[config.mk]
export PLATFORM = sky130hd
export DESIGN_NAME = fetch_controller
export DESIGN_NICKNAME = d
export VERILOG_FILES = /design/src/rtl/fetch_controller_pkg.sv /design/src/rtl/fetch_wait_timer.sv /design/src/rtl/fetch_controller.sv
export SDC_FILE = /design/constraint.sdc
export NUM_CORES = 1
export LEC_CHECK = 0
export ABC_AREA = 1
export ABC_CLOCK_PERIOD_IN_PS = 1800
export BUFFER_PORTS_ARGS = -buffer_cell sky130_fd_sc_hd__buf_2
export CAP_MARGIN = 20
export CORE_AREA = 8 8 144 200
export CTS_CLUSTER_DIAMETER = 150
export CTS_CLUSTER_SIZE = 25
export DETAILED_ROUTE_END_ITERATION = 10
export DIE_AREA = 0 0 152 208
export HOLD_SLACK_MARGIN = 0.06
export PLACE_DENSITY = 0.56
export SLEW_MARGIN = 5
export SYNTH_ARGS = -nofsm -noshare
export SYNTH_HDL_FRONTEND = slang
export SYNTH_SLANG_ARGS = --single-unit
[constraint.sdc]
create_clock -name clk -period 1.8 [get_ports clk]
set_input_delay 0.09 -clock clk [delete_from_list [all_inputs] [get_ports clk]]
set_output_delay 0.09 -clock clk [all_outputs]
set_load 0.01 [all_outputs]
[src/rtl/fetch_controller_pkg.sv]
// fetch_controller_pkg: fetch-stage state encoding and alignment constants shared with decode and the CPU top
package fetch_controller_pkg;
  typedef enum logic [1:0] {FC_IDLE, FC_FETCH, FC_FAULT} fc_state_t;
  localparam logic [31:0] INSTR_BYTES = 32'd4;
  localparam logic [1:0] ALIGN_MASK = 2'b11;
  function automatic logic misaligned(input logic [31:0] a);
    return (a[1:0] & ALIGN_MASK) != 2'b00;
  endfunction
endpackage

[src/rtl/fetch_wait_timer.sv]
// fetch_wait_timer: counts consecutive unanswered request cycles and flags the one that reaches the limit
module fetch_wait_timer #(
  parameter int WAIT_LIMIT = 15
) (
  input  logic clk,
  input  logic reset,
  input  logic i_en,
  input  logic i_clr,
  output logic o_expired
);
  logic [7:0] r_count;
  always_ff @(posedge clk)
    if (reset || i_clr) r_count <= '0;
    else if (i_en) r_count <= r_count + 8'd1;
  assign o_expired = i_en && (r_count == 8'(WAIT_LIMIT - 1));
endmodule

[src/rtl/fetch_controller.sv]
// fetch_controller: fetch PC sequencing, one-entry instruction buffer, redirects and memory timeout fault
module fetch_controller
  import fetch_controller_pkg::*;
#(
  parameter logic [31:0] RESET_ADDR = 32'h0000_0000,
  parameter int          WAIT_LIMIT = 15
) (
  input  logic        clk,
  input  logic        reset,
  input  logic        start,
  input  logic [31:0] startAddress,
  input  logic        halt,
  input  logic        redirect,
  input  logic [31:0] redirectTarget,
  input  logic        stall,
  output logic        memReq,
  output logic [31:0] memAddr,
  input  logic        memReady,
  input  logic [31:0] memData,
  output logic        instrValid,
  output logic [31:0] instruction,
  output logic [31:0] pcOut,
  output logic [31:0] pcPlus4Out,
  output logic        running,
  output logic        memFault
);
  fc_state_t   r_state, w_state;
  logic [31:0] r_memAddr, w_memAddr, r_target, w_target, r_instr, w_instr, r_pc, w_pc;
  logic        r_valid, w_valid, r_pend, r_discard, w_discard;
  logic        w_consume, w_hs, w_wait, w_expired;
  assign w_consume = r_valid && !stall;
  // an outstanding request is held regardless of halt or stall until memory answers
  assign memReq = (r_state == FC_FETCH) && (r_pend || (!halt && (!r_valid || w_consume)));
  assign w_hs = memReq && memReady;
  assign w_wait = memReq && !memReady;
  fetch_wait_timer #(.WAIT_LIMIT(WAIT_LIMIT)) u_timer (
    .clk(clk),
    .reset(reset),
    .i_en(w_wait),
    .i_clr(!w_wait),
    .o_expired(w_expired)
  );
  always_comb begin
    w_state = r_state;
    w_memAddr = r_memAddr;
    w_target = r_target;
    w_discard = r_discard;
    w_valid = r_valid && !w_consume;
    w_instr = r_instr;
    w_pc = r_pc;
    if (r_state != FC_FETCH) begin
      if (start) begin
        w_state = misaligned(startAddress) ? FC_FAULT : FC_FETCH;
        w_memAddr = misaligned(startAddress) ? r_memAddr : startAddress;
        w_valid = 1'b0;
        w_discard = 1'b0;
      end
    end else if (w_expired || (redirect && misaligned(redirectTarget))) begin
      w_state = FC_FAULT;
      w_valid = 1'b0;
      w_discard = 1'b0;
    end else begin
      if (halt && !w_wait) w_state = FC_IDLE;
      if (redirect) begin
        w_valid = 1'b0;
        w_discard = w_wait;
        w_target = redirectTarget;
        w_memAddr = w_wait ? r_memAddr : redirectTarget;
      end else if (w_hs) begin
        w_discard = 1'b0;
        w_memAddr = r_discard ? r_target : r_memAddr + INSTR_BYTES;
        w_valid = w_valid || !r_discard;
        w_instr = r_discard ? r_instr : memData;
        w_pc = r_discard ? r_pc : r_memAddr;
      end
    end
  end
  always_ff @(posedge clk)
    if (reset) begin
      r_state <= FC_IDLE;
      r_memAddr <= RESET_ADDR;
      r_target <= RESET_ADDR;
      r_discard <= 1'b0;
      r_pend <= 1'b0;
      r_valid <= 1'b0;
      r_instr <= '0;
      r_pc <= RESET_ADDR;
    end else begin
      r_state <= w_state;
      r_memAddr <= w_memAddr;
      r_target <= w_target;
      r_discard <= w_discard;
      r_pend <= w_wait;
      r_valid <= w_valid;
      r_instr <= w_instr;
      r_pc <= w_pc;
    end
  assign memAddr = r_memAddr;
  assign instrValid = r_valid;
  assign instruction = r_instr;
  assign pcOut = r_pc;
  assign pcPlus4Out = r_pc + INSTR_BYTES;
  assign running = r_state == FC_FETCH;
  assign memFault = r_state == FC_FAULT;
endmodule

==> results of run 1 <==
==> layout by cell type (no fill, tap or decap), types with 5 or more instances in the layout <==
cell type / netlist / routed
nand2_2: 3 / 11
inv_1: 122 / 117
buf_2: 10 / 233
nand3_1: 78 / 72
a21oi_1: 139 / 135
nor2_1: 191 / 170
nor3_2: 1 / 6
inv_2: 4 / 8
o21ai_1: 0 / 34
o21ai_0: 115 / 74
buf_12: 0 / 12
dlygate4sd3_1: 0 / 86
nand4_1: 6 / 6
xor2_1: 33 / 30
buf_4: 3 / 105
nor2_2: 2 / 10
dfxtp_4: 0 / 5
nor2_4: 2 / 15
clkbuf_16: 0 / 20
nand2_1: 260 / 247
buf_6: 4 / 14
nand2_4: 2 / 7
dfxtp_2: 0 / 14
o21ai_2: 0 / 7
dfxtp_1: 141 / 122
==> area by class of cell <==
cell class	instances	area [um^2]
inverter	126	477
multi-input combinational	865	4410
fill	2629	13900
clock buffer	23	478
tap	324	405
clock inverter	7	65.1
timing repair buffer	453	3290
sequential	141	2860
==> worst paths after layout <==
path,from,end,slack (ns)
worst max-delay path,pcOut[8],pcPlus4Out[24],-0.21
worst min-delay path,startAddress[6],memAddr[6],0.08
worst max register to register,r_state[0],pcOut[30],0.01
worst min register to register,instruction[5],instruction[5],0.44
==> metrics by stage <==
step                       util  TNS (ns)  total power (uW)  setup WS [ns]
after floorplan               -         0              4110          0.100
after global placement    0.382   -0.0563              4740        -0.0286
after detailed placement  0.382   -0.0460              4750        -0.0305
after CTS                 0.445     -3.75              8270         -0.297
after global routing      0.464     -6.18              8640         -0.325
final                     0.464     -2.67              8220         -0.211
==> critical path: cells and delay by family, from the launching register on <==
| family | cells | cell delay [ns] |
|---|---|---|
| xor gates and xnor gates | 1 | 0.16 |
| buffers and inverters | 3 | 0.41 |
| DFF | 1 | 0.34 |
| and+or+nand+nor | 4 | 0.57 |
==> logic make-up (layout without fill, tap and decap cells) <==
logic type	Yosys count	count (layout)	synth area share
buf+inv	189	609	0.100
simple gates	566	566	0.307
fa+ha+maj	4	4	0.00658
compound gates	260	260	0.175
flops	141	141	0.371
xor+xnor	35	35	0.0403
==> state kept, by name, summed over array words and instances, names as in the netlist <==
signal and count:
pcOut 32, r_discard 1, r_pend 1, instrValid 1
r_state 2, instruction 32, memAddr 32, r_target 32
u_timer.r_count 8
==> layer usage <==
metal  vias to the layer above  GRT usage  share of wire
met5                         -          0              0
met1                      4141      0.207           0.40
li1                       4636          -              -
met2                       303      0.341           0.51
met4                         0      0.106          0.048
met3                        75     0.0361          0.047
==> where the power goes <==
part	leakage [uW]	internal, uW	switching [uW]
Clock	0.000265	1980	1350
Combinational	0.00421	668	848
Sequential	0.00115	3240	122
Total	0.00563	5900	2320
==> timing repair <==
| item | 4_1_cts | 5_1_grt |
|---|---|---|
| buffers inserted | 6 | 16 |
| gates cloned | 0 | 3 |
| gates resized for setup | 52 | 124 |
| hold buffers | 86 | 0 |
| endpoints found under the hold margin | 86 | 0 |
| pin swaps | 19 | 29 |
| setup endpoints to repair | 27 | 100 |
==> results, run 1 <==
- Of all nets on the critical path, the largest fanout is 4.
- After floorplanning, the core was divided into 70 placement rows.
- On the critical path, the stage with the largest delay is an instance of dfxtp_2.
- After detailed routing, the total wire length is 31.1 mm.
- For this run, the register share of the synthesized area comes to 0.371.
- For this run, the leading register cell type out of synthesis is dfxtp_1.
- Synthesis produced approximately 1200 cells.
- The checks that failed: setup timing.
- The routed layout has approximately 9200 vias.
- The number of antenna diodes in the final layout is 0.
- The number of nets in the synthesized netlist is 1302.
- Across all setup checks in the final design, the least slack found is -0.211 ns.
- The first-pass detailed-route iteration total is 5.
- The placed instances occupy a cell area of 9870 um^2.
- For this run, the post-layout net count is 1711.
- The layout-stage area growth over the synthesis result is 57.6%.
- The die outline width is 152 um.
- After clock tree synthesis, the clock-pin slew on the worst setup and hold paths is 0.06 ns.
- The synthesized area is 7610 um^2.
- The biggest area consumer among synthesized cells is dfxtp_1.
- The worst hold slack is 0.0763 ns.
- The core region is 25800 um^2.
- Dividing the final minimum period by the clock period gives 1.12.
- The portion of synthesized cell area occupied by the leading cell type is 0.371.
- The longest individual stage delay on the worst path is 0.34 ns.
- The flow ran to the end, but the final reports show violations.
- The later-pin clock latency in the skew report is 0.43 ns.
- The floorplan step set the die height to around 210 um.
- The count of nets left with antenna violations after detail routing is 0.
- The first global-routing pass estimated around 48 mm of wire.
- The max-slew violation count came to 0.
- Summed over all layers, the global routing overflow is 0.
- After routing the design area is 12000 um^2.
- The setup path with the least slack is of type flip-flop to output port.
- By instance count, the leading cell after synthesis is nand2_1.
- The hold-critical path depth is 5.
- The global-route total usage across every layer is 0.190.
- At the pin with the least slew margin, the transition time is 0.468 ns.
- The warning count from the yosys run is 0.
- The number of flops mapped to enable cells by yosys is 0.
- Setup repair after global routing could not meet its margin everywhere.
- The signal on the critical path passes through buf_6 > clkinvlp_4 > nor2_4 > and3_4 > nand2_4 > nor3_4 > xor2_1 > buf_2.
- The master cell of the clock root buffer is clkbuf_16.
- Of the cells placed in the final design, the portion with a size suffix greater than 1 is 0.310.
- The async set-reset flop share out of synthesis is 0.
- The remaining design rule violation count is 0.
- The worst IR drop on VDD is between 0.6 and 0.7 mV.
- The HPWL reported at the end of detailed placement is 22.7 mm.
- The arrival time of data at the critical path endpoint is 1.92 ns.
- Setup violations remaining at the end of the flow were counted as 18.
- At the worst endpoint, the required time is 1.71 ns.
- In this run the static leakage power is 0.00563 uW.
- In this run the worst hold path is classified as primary input to flip-flop.
- The via count of the first global-routing pass is 9221.
- In this run, CTS created clock tree buffers numbering 17.
- The initial detailed-routing violation count is 470.
- The count of H-tree levels built during CTS is 4.
- The post-synthesis register bit count is 141.
- For this run, the top clock speed supported by timing is 0.497 GHz.
- The die area is 31600 um^2.
- The number of I/O port buffers is 234.
- In the routed layout, each cell is associated on average with a via count of 4.72.
- In the post-synthesis netlist, the biggest area contributors are dfxtp_1, nand2_1, nor2_1.
- The effective utilization at floorplan is 0.294.
- The instance count after placement with tap cells included is 1800.
- The number of hold-slack violations in the final timing report is 0.
- The launching element type of the critical path is a flip-flop.
- The congestion estimate from routability-driven global placement came to 0.867.
- The routed wire length per instance is between 15 and 20 um.
- By count the netlist is led by nand2_1, nor2_1, dfxtp_1.
- The endpoint type of the worst setup path is an output port.
- The clock sink count is 141.
- A synthesized cell averages 6.36 um^2.
- The clock passes through at most 2 buffers.
- The number of primary I/O pins is 235.
- The number of antenna violations at the first check in global routing is 0.
- In this run the tightest slew margin relative to its limit is 0.685.
- TritonCTS built the clock tree.
- The setup clock skew after layout is between 0.01 and 0.015 ns.
- The number of cell instances on the worst register-to-register path is 9.
- The count of distinct cell types in the synthesized netlist is 32.
- Once layout is complete, the cells apart from fillers number 1939.
- The max-cap check violation count is 0.
- The largest net degree at the start of global routing is between 80 and 90.
- Subtracting the final worst setup slack from the clock period gives a little over 2 ns.
- In this run the power density over the cells is 686 nW/um^2.
Note: power is estimated with default switching activity, not from simulation.
==> run 2: changes to the inputs <==
==> constraint.sdc (replaced) <==
create_clock -name clk -period 1.8 [get_ports clk]
set_input_delay 0.09 -clock clk [delete_from_list [all_inputs] [get_ports clk]]
set_output_delay 0.09 -clock clk [all_outputs]
set_load 0.005 [all_outputs]
==> results, run 2 (synthesis results as in run 1) <==
- The number of primary I/O pins is 235 (unchanged).
- The via count of the first global-routing pass was 9284 (+0.68%).
- The CTS tree is done.
- The worst hold path endpoint is memAddr[20].
- The worst hold slack is 0.0516 ns (-0.0246 ns).
- The largest net degree at the start of global routing is 81 (unchanged).
- The global placer's final weighted congestion is 0.890 (+2.6%).
- The shortest clock period the worst path allows after layout is 2.04 ns (+0.0251 ns).
- The arrival time of data at the critical path endpoint is 1.95 ns (+0.03 ns).
- The die area was 31600 um^2 (unchanged).
- The setup clock skew after layout is 0.0102 ns (-0.00290 ns).
- The later-pin clock latency in the skew report is 0.43 ns (about the same).
- The instance count after placement with tap cells included is 1808 (+0.44%).
- The count of nets left with antenna violations after detail routing is 0 (unchanged).
- The worst register-to-register path begins at r_state[0].
- The die outline height came to 208 um (unchanged).
- The largest fanout on the critical path was 4 (unchanged).
- The total power divided by cell area came to 693 nW/um^2 (+1.1%).
- The diode insertion count for antenna repair came to 0 (unchanged).
- Setup repair after global routing could not meet its margin everywhere.
- The remaining design rule violation count was 0 (unchanged).
- The share of layout cells above drive strength 1 is 0.318 (+0.00755).
- The core footprint came to 25800 um^2 (unchanged).
- In this run the most critical hold path is launched from startAddress[20].
- The number of hold-slack violations in the final timing report was 0 (unchanged).
- The setup slack after placement is 0.0213 ns (+0.0518 ns).
- The number of I/O port buffers is 234 (unchanged).
- The worst setup slack after layout was -0.236 ns (-0.0251 ns).
- The first-pass detailed-route iteration total came to 6 (+1).
- The data required time of the critical path came to 1.71 ns (about the same).
- The clock-pin transition on the worst setup and hold timing paths came to 0.06 ns (about the same).
- The utilization of the core after routing is 0.472 (+0.00789).
- The type of the setup path with the least slack is flip-flop to output port.
- The total length of routed wires is 31.6 mm (+1.6%).
- The total number of vias is 9194 (+0.43%).
- The global route total overflow is 0 (unchanged).
- The clock sink count was 141 (unchanged).
- The run finished, with violations left.
- The layout-stage area growth over the synthesis result is 60.3%.
- The tightest slew margin relative to the limit is 0.688 (+0.00348).
- The final worst-path cycle share is 1.13 (+0.0140).
- The tightest min-delay check is of the primary input to flip-flop type.
- The final reports fail on setup timing.
- The launching element type of the critical path is a flip-flop.
- The maximum buffer depth of the clock tree is 2 (unchanged).
- The final instance count without filler cells is 1951 (+0.62%).
- CTS placed an instance of clkbuf_16 at the clock tree root.
- The number of cell instances on the worst register-to-register path is 9 (unchanged).
- The worst setup slack for register-to-register paths came to 0.03 ns (+0.02 ns).
- The worst IR drop on VDD is 0.642 mV (+4.0%).
- The effective utilization at floorplan was 0.294 (unchanged).
- The library cells used most frequently in the layout, excluding fill and tap cells, are nand2_1, buf_2, nor2_1, a21oi_1, dfxtp_1.
- The hold-critical path depth came to 5 (unchanged).
- The endpoint identified for the worst register-to-register timing path is pcOut[23].
- The leading cell type in the layout, fill and taps excluded is nand2_1.
- The filler cell count in the final layout is 2620 (-0.34%).
- The endpoint type of the worst setup path is an output port.
- The first-pass GRT wire length was 48.2 mm (-0.19%).
- The count of endpoints failing setup in the final report came to 19 (+1).
- The total number of nets in the final design is 1722 (+0.64%).
- The routed wire length per instance is 16.2 um (+0.99%).
- The global-route total usage across every layer is 0.189 (-0.00116).
- The initial detailed-routing violation count is 471 (+0.21%).
- The standard-cell row count came to 70 (unchanged).
- The maximum clock rate came to 0.491 GHz (-1.2%).
- The count of H-tree levels built during CTS is 4 (unchanged).
- The leakage power total was 0.00578 uW (+2.7%).
- The number of vias per cell after detailed routing is 4.71 (-0.19%).
- The max-cap check violation count was 0 (unchanged).
- The HPWL reported at the end of detailed placement is 22.7 mm (-0.11%).
- The die outline width is 152 um (unchanged).
- The number of antenna violations at the first check in global routing is 0 (unchanged).
- The number of buffers inserted during clock tree synthesis was 17 (unchanged).
- The slew at the pin closest to its max-slew limit is 0.463 ns (-0.00517 ns).
- The max-slew violation count is 0 (unchanged).
[run 2: cell types whose count changed in the layout (fill, tap and decap cells not counted), sizes merged]
cell         before  now
bufinv            1    2
inv             125  126
dlygate4sd3      86   89
buf             364  370
clkinvlp          3    4
[run 2: how the worst max path moves through the flow]
stage	from	end	slack, ns	cells past startpoint
global route	pcOut[12]	pcPlus4Out[29]	-0.38	9
global placement	r_state[0]	pcOut[2]	0.06	9
detailed placement	memAddr[2]	memAddr[30]	0.02	12
finish	pcOut[8]	pcPlus4Out[26]	-0.24	7
CTS	pcOut[7]	pcPlus4Out[27]	-0.28	10
floorplan	memAddr[2]	memAddr[22]	0.17	11
[run 2: layout make-up]
cell class,instances,area (um^2),area share
multi-input combinational,865,4450,0.365
timing repair buffer,464,3420,0.280
sequential,141,2850,0.234
inverter,126,478,0.0392
clock buffer,21,470,0.0386
tap,324,405,0.0333
clock inverter,10,114,0.00934
[run 2: through the flow]
| stage | instance area [um^2] | TNS, ns | power, uW |
|---|---|---|---|
| detailed placement | 9920 | 0 | 4710 |
| CTS | 11600 | -3.48 | 8450 |
| finish | 12200 | -2.79 | 8450 |
| global placement | 9920 | 0 | 4700 |
| floorplan | 7610 | 0 | 4070 |
| global route | 12200 | -6.60 | 8840 |
[run 2: where the power goes]
part           switching (uW)  internal [uW]
clock                    1410           2140
combinational             833            704
sequential                119           3250
[run 2: repair_timing]
action | 4_1_cts | 5_1_grt
endpoints found under the hold margin | 91 | 0
pin swaps | 22 | 24
setup endpoints to repair | 21 | 108
buffers inserted | 7 | 15
hold buffers | 89 | 0
gates resized for setup | 54 | 140
gates cloned | 0 | 5
[run 2: worst max-delay path: stages (launching register included)]
cell	delay (ns)
dfxtp_2	0.35
buf_4	0.13
inv_1	0.13
nor4_4	0.29
buf_4	0.17
nand4_1	0.12
xor2_1	0.20
buf_2	0.14
[run 2: routing by layer]
layer | track usage | vias up | share of wire
li1 | - | 4651 | -
met1 | 0.199 | 4181 | 0.39
met2 | 0.347 | 295 | 0.52
met3 | 0.0415 | 67 | 0.051
met4 | 0.0961 | 0 | 0.039
met5 | 0 | - | 0
==> run 3: changes to the inputs <==
--- a/config.mk
+++ b/config.mk
@@ -6,7 +6,7 @@
 export NUM_CORES = 1
 export LEC_CHECK = 0
 export ABC_AREA = 1
-export ABC_CLOCK_PERIOD_IN_PS = 1800
+export ABC_CLOCK_PERIOD_IN_PS = 2600
 export BUFFER_PORTS_ARGS = -buffer_cell sky130_fd_sc_hd__buf_2
 export CAP_MARGIN = 20
 export CORE_AREA = 8 8 144 200
==> constraint.sdc (replaced) <==
create_clock -name clk -period 2.6 [get_ports clk]
set_input_delay 0.13 -clock clk [delete_from_list [all_inputs] [get_ports clk]]
set_output_delay 0.13 -clock clk [all_outputs]
set_load 0.005 [all_outputs]
==> results, run 3 (synthesis results as in run 1) <==
- The number of antenna violations at the first check in global routing is 1 (+1).
- The number of primary I/O pins is 235 (unchanged).
- The count of endpoints failing setup in the final report is 0 (-19).
- The data required time of the critical path is 2.47 ns (+0.76 ns).
- The shortest clock period the worst path allows after layout is 2.43 ns.
- Clock tree synthesis selected as its root buffer the cell clkbuf_16.
- The max-cap check violation count is 0 (unchanged).
- The largest fanout on the critical path was 4 (unchanged).
- Timing would allow up to 0.411 GHz.
- The count of nets left with antenna violations after detail routing is 0 (unchanged).
- The launching element type of the critical path is a flip-flop.
- The number of cell instances on the worst register-to-register path is 13 (+4).
- The number of buffers inserted during clock tree synthesis is 17 (unchanged).
- The final sum of negative setup slack is 0 ns (+2.79 ns).
- The setup slack after placement came to 0.150 ns (+0.129 ns).
- Setup repair after global routing could not meet its margin everywhere.
- The arrival time of data at the critical path endpoint was 2.30 ns (+0.35 ns).
- The leakage power total is 0.00483 uW (-16%).
- The first-pass GRT wire length was 46.3 mm (-3.9%).
- The total power divided by cell area is 542 nW/um^2 (-22%).
- The hold-critical path depth came to 5 (unchanged).
- The layout-stage area growth over the synthesis result is 37.7%.
- The total length of routed wires is 29.4 mm (-7.2%).
- The setup path with the least slack is of type flip-flop to output port.
- The worst IR drop on VDD is 0.461 mV (-28%).
- The global route total overflow came to 0 (unchanged).
- The worst hold path begins at startAddress[28].
- The initial detailed-routing violation count was 488 (+3.6%).
- The clock-pin transition on the worst setup and hold timing paths is 0.06 ns (about the same).
- The remaining design rule violation count is 0 (unchanged).
- The number of hold-slack violations in the final timing report is 0 (unchanged).
- The CTS tree is done.
- The tightest slew margin relative to the limit is 0.398 (-0.290).
- The worst hold path endpoint is memAddr[28].
- The leading cell type in the layout, fill and taps excluded is nand2_1.
- The cell occurring most often along the worst timing path is nand2_1.
- The worst setup slack for register-to-register paths is 0.33 ns (+0.30 ns).
- The largest net degree at the start of global routing is 51 (-37%).
- The first-pass detailed-route iteration total was 5 (-1).
- The longest individual stage delay on the worst path is 0.38 ns (+0.03 ns).
- The clock sink count is 141 (unchanged).
- The max-slew violation count is 0 (unchanged).
- The total number of nets in the final design is 1591 (-7.6%).
- The total number of vias is 8586 (-6.6%).
- The core footprint came to 25800 um^2 (unchanged).
- The count of H-tree levels built during CTS is 4 (unchanged).
- The share of layout cells above drive strength 1 was 0.207 (-0.111).
- The HPWL reported at the end of detailed placement is 21.8 mm (-4.0%).
- The setup fix buffers added after clock tree synthesis came to 0 (-7).
- The number of I/O port buffers is 234 (unchanged).
- The setup clock skew after layout is 0.00966 ns (-0.000526 ns).
- The global-route total usage across every layer is 0.182 (-0.00712).
- The number of buffers and inverters on the critical path was 2 (-2).
- The flow ran to the end, and the final reports show no timing, DRC or antenna violations.
- The kind of cell with the highest combined delay on the critical path is simple AND/OR/NAND/NOR gates.
- The standard-cell row count is 70 (unchanged).
- The routed wire length per instance is 16.1 um (-0.51%).
- The later-pin clock latency in the skew report is 0.43 ns (about the same).
- The critical path goes through ha_1 > inv_1 > nor2_2 > and3_1 > nand2_1 > nor2_1 > nand2_1 > xor2_1 > buf_2.
- The utilization of the core after routing is 0.405 (-0.0665).
- The global placer's final weighted congestion is 0.861 (-3.2%).
- The via count of the first global-routing pass is 8487 (-8.6%).
- The effective utilization at floorplan is 0.294 (unchanged).
- The final worst-path cycle share is 0.936.
- The worst setup slack after layout was 0.166 ns (+0.402 ns).
- The startpoint identified for the worst register-to-register timing path is r_state[0].
- The slew at the pin closest to its max-slew limit is 0.902 ns (+0.438 ns).
- The die area is 31600 um^2 (unchanged).
- The die outline height came to 208 um (unchanged).
- The die outline width was 152 um (unchanged).
- The master of the slowest instance on the critical path is dfxtp_1.
- STA classifies the critical path endpoint as an output port.
- In the layout the commonest cells are nand2_1, buf_2, nor2_1, a21oi_1, dfxtp_1.
- The type of the most critical hold path is primary input to flip-flop.
- In this run the critical register-to-register path is captured at memAddr[8].
- The maximum buffer depth of the clock tree was 2 (unchanged).
- The number of vias per cell after detailed routing is 4.72 (+0.16%).
==> run 3: cell count changes in the layout (fill, tap and decap cells not counted), sizes merged, moves of 2 or more <==
cell         change
buf            -114
dlygate4sd3     -13
clkbuf           -6
clkinvlp         -4
clkinv           +2
==> run 3: area by class of cell <==
| class | instances | area [um^2] |
|---|---|---|
| flip-flops and latches | 141 | 2830 |
| repair buffers | 332 | 2150 |
| inverters | 126 | 473 |
| clock inverters | 9 | 120 |
| well taps | 324 | 405 |
| fillers | 2791 | 15400 |
| multi-input cells | 866 | 4040 |
| diodes | 1 | 2.50 |
| clock buffers | 20 | 457 |
==> run 3: how the worst max path moves through the flow <==
stage	start	end	slack, ns	depth (start not counted)
floorplan	memAddr[2]	memAddr[22]	0.97	11
global placement	u_timer.r_count[0]	r_target[31]	0.22	10
CTS	pcOut[3]	pcPlus4Out[30]	0.03	9
global route	pcOut[4]	pcPlus4Out[27]	-0.01	10
detailed placement	u_timer.r_count[0]	r_target[25]	0.15	10
finish	pcOut[3]	pcPlus4Out[30]	0.17	9
==> run 3: worst reg2reg max path, stage by stage (launching register included) <==
cell and delay, ns:
dfxtp_1 0.32, inv_1 0.06, nor2_2 0.15, buf_4 0.20, buf_4 0.27, nor2_1 0.11, inv_1 0.14, nand2_2 0.09
inv_2 0.30, nand2_2 0.12, buf_12 0.20, nand2_1 0.09, nand2_1 0.05, nor2_1 0.11
==> run 3: what timing repair did <==
item | 4_1_cts | 5_1_grt
gates cloned | 0 | 1
pin swaps | 0 | 1
endpoints found under the hold margin | 75 | 0
resized for setup | 2 | 5
hold buffers | 76 | 0
setup endpoints to repair | 3 | 34
==> run 3: power by group <==
group | total (uW) | switching, uW | internal [uW]
Combinational | 860 | 498 | 362
Sequential | 2350 | 104 | 2250
Clock | 2470 | 936 | 1530
Total | 5680 | 1540 | 4140
==> run 3: per-stage QoR <==
stage / power [uW] / instances / cell area [um^2] / hold WS (ns)
floorplan: 2820 / 1195 / 7610 / 0.199
global placement: 3160 / 1712 / 9110 / 0.371
detailed placement: 3170 / 1712 / 9110 / 0.373
CTS: 5750 / 1817 / 10500 / 0.0639
global route: 5960 / 1819 / 10500 / 0.0850
finish: 5680 / 1819 / 10500 / 0.0805
==> run 3: layer usage <==
layer	vias to the layer above	wire length [um]	global-route usage
met5	-	0	0
met4	0	801	0.0698
met3	38	1410	0.0400
met2	249	14900	0.326
met1	3905	12300	0.206
li1	4394	-	-
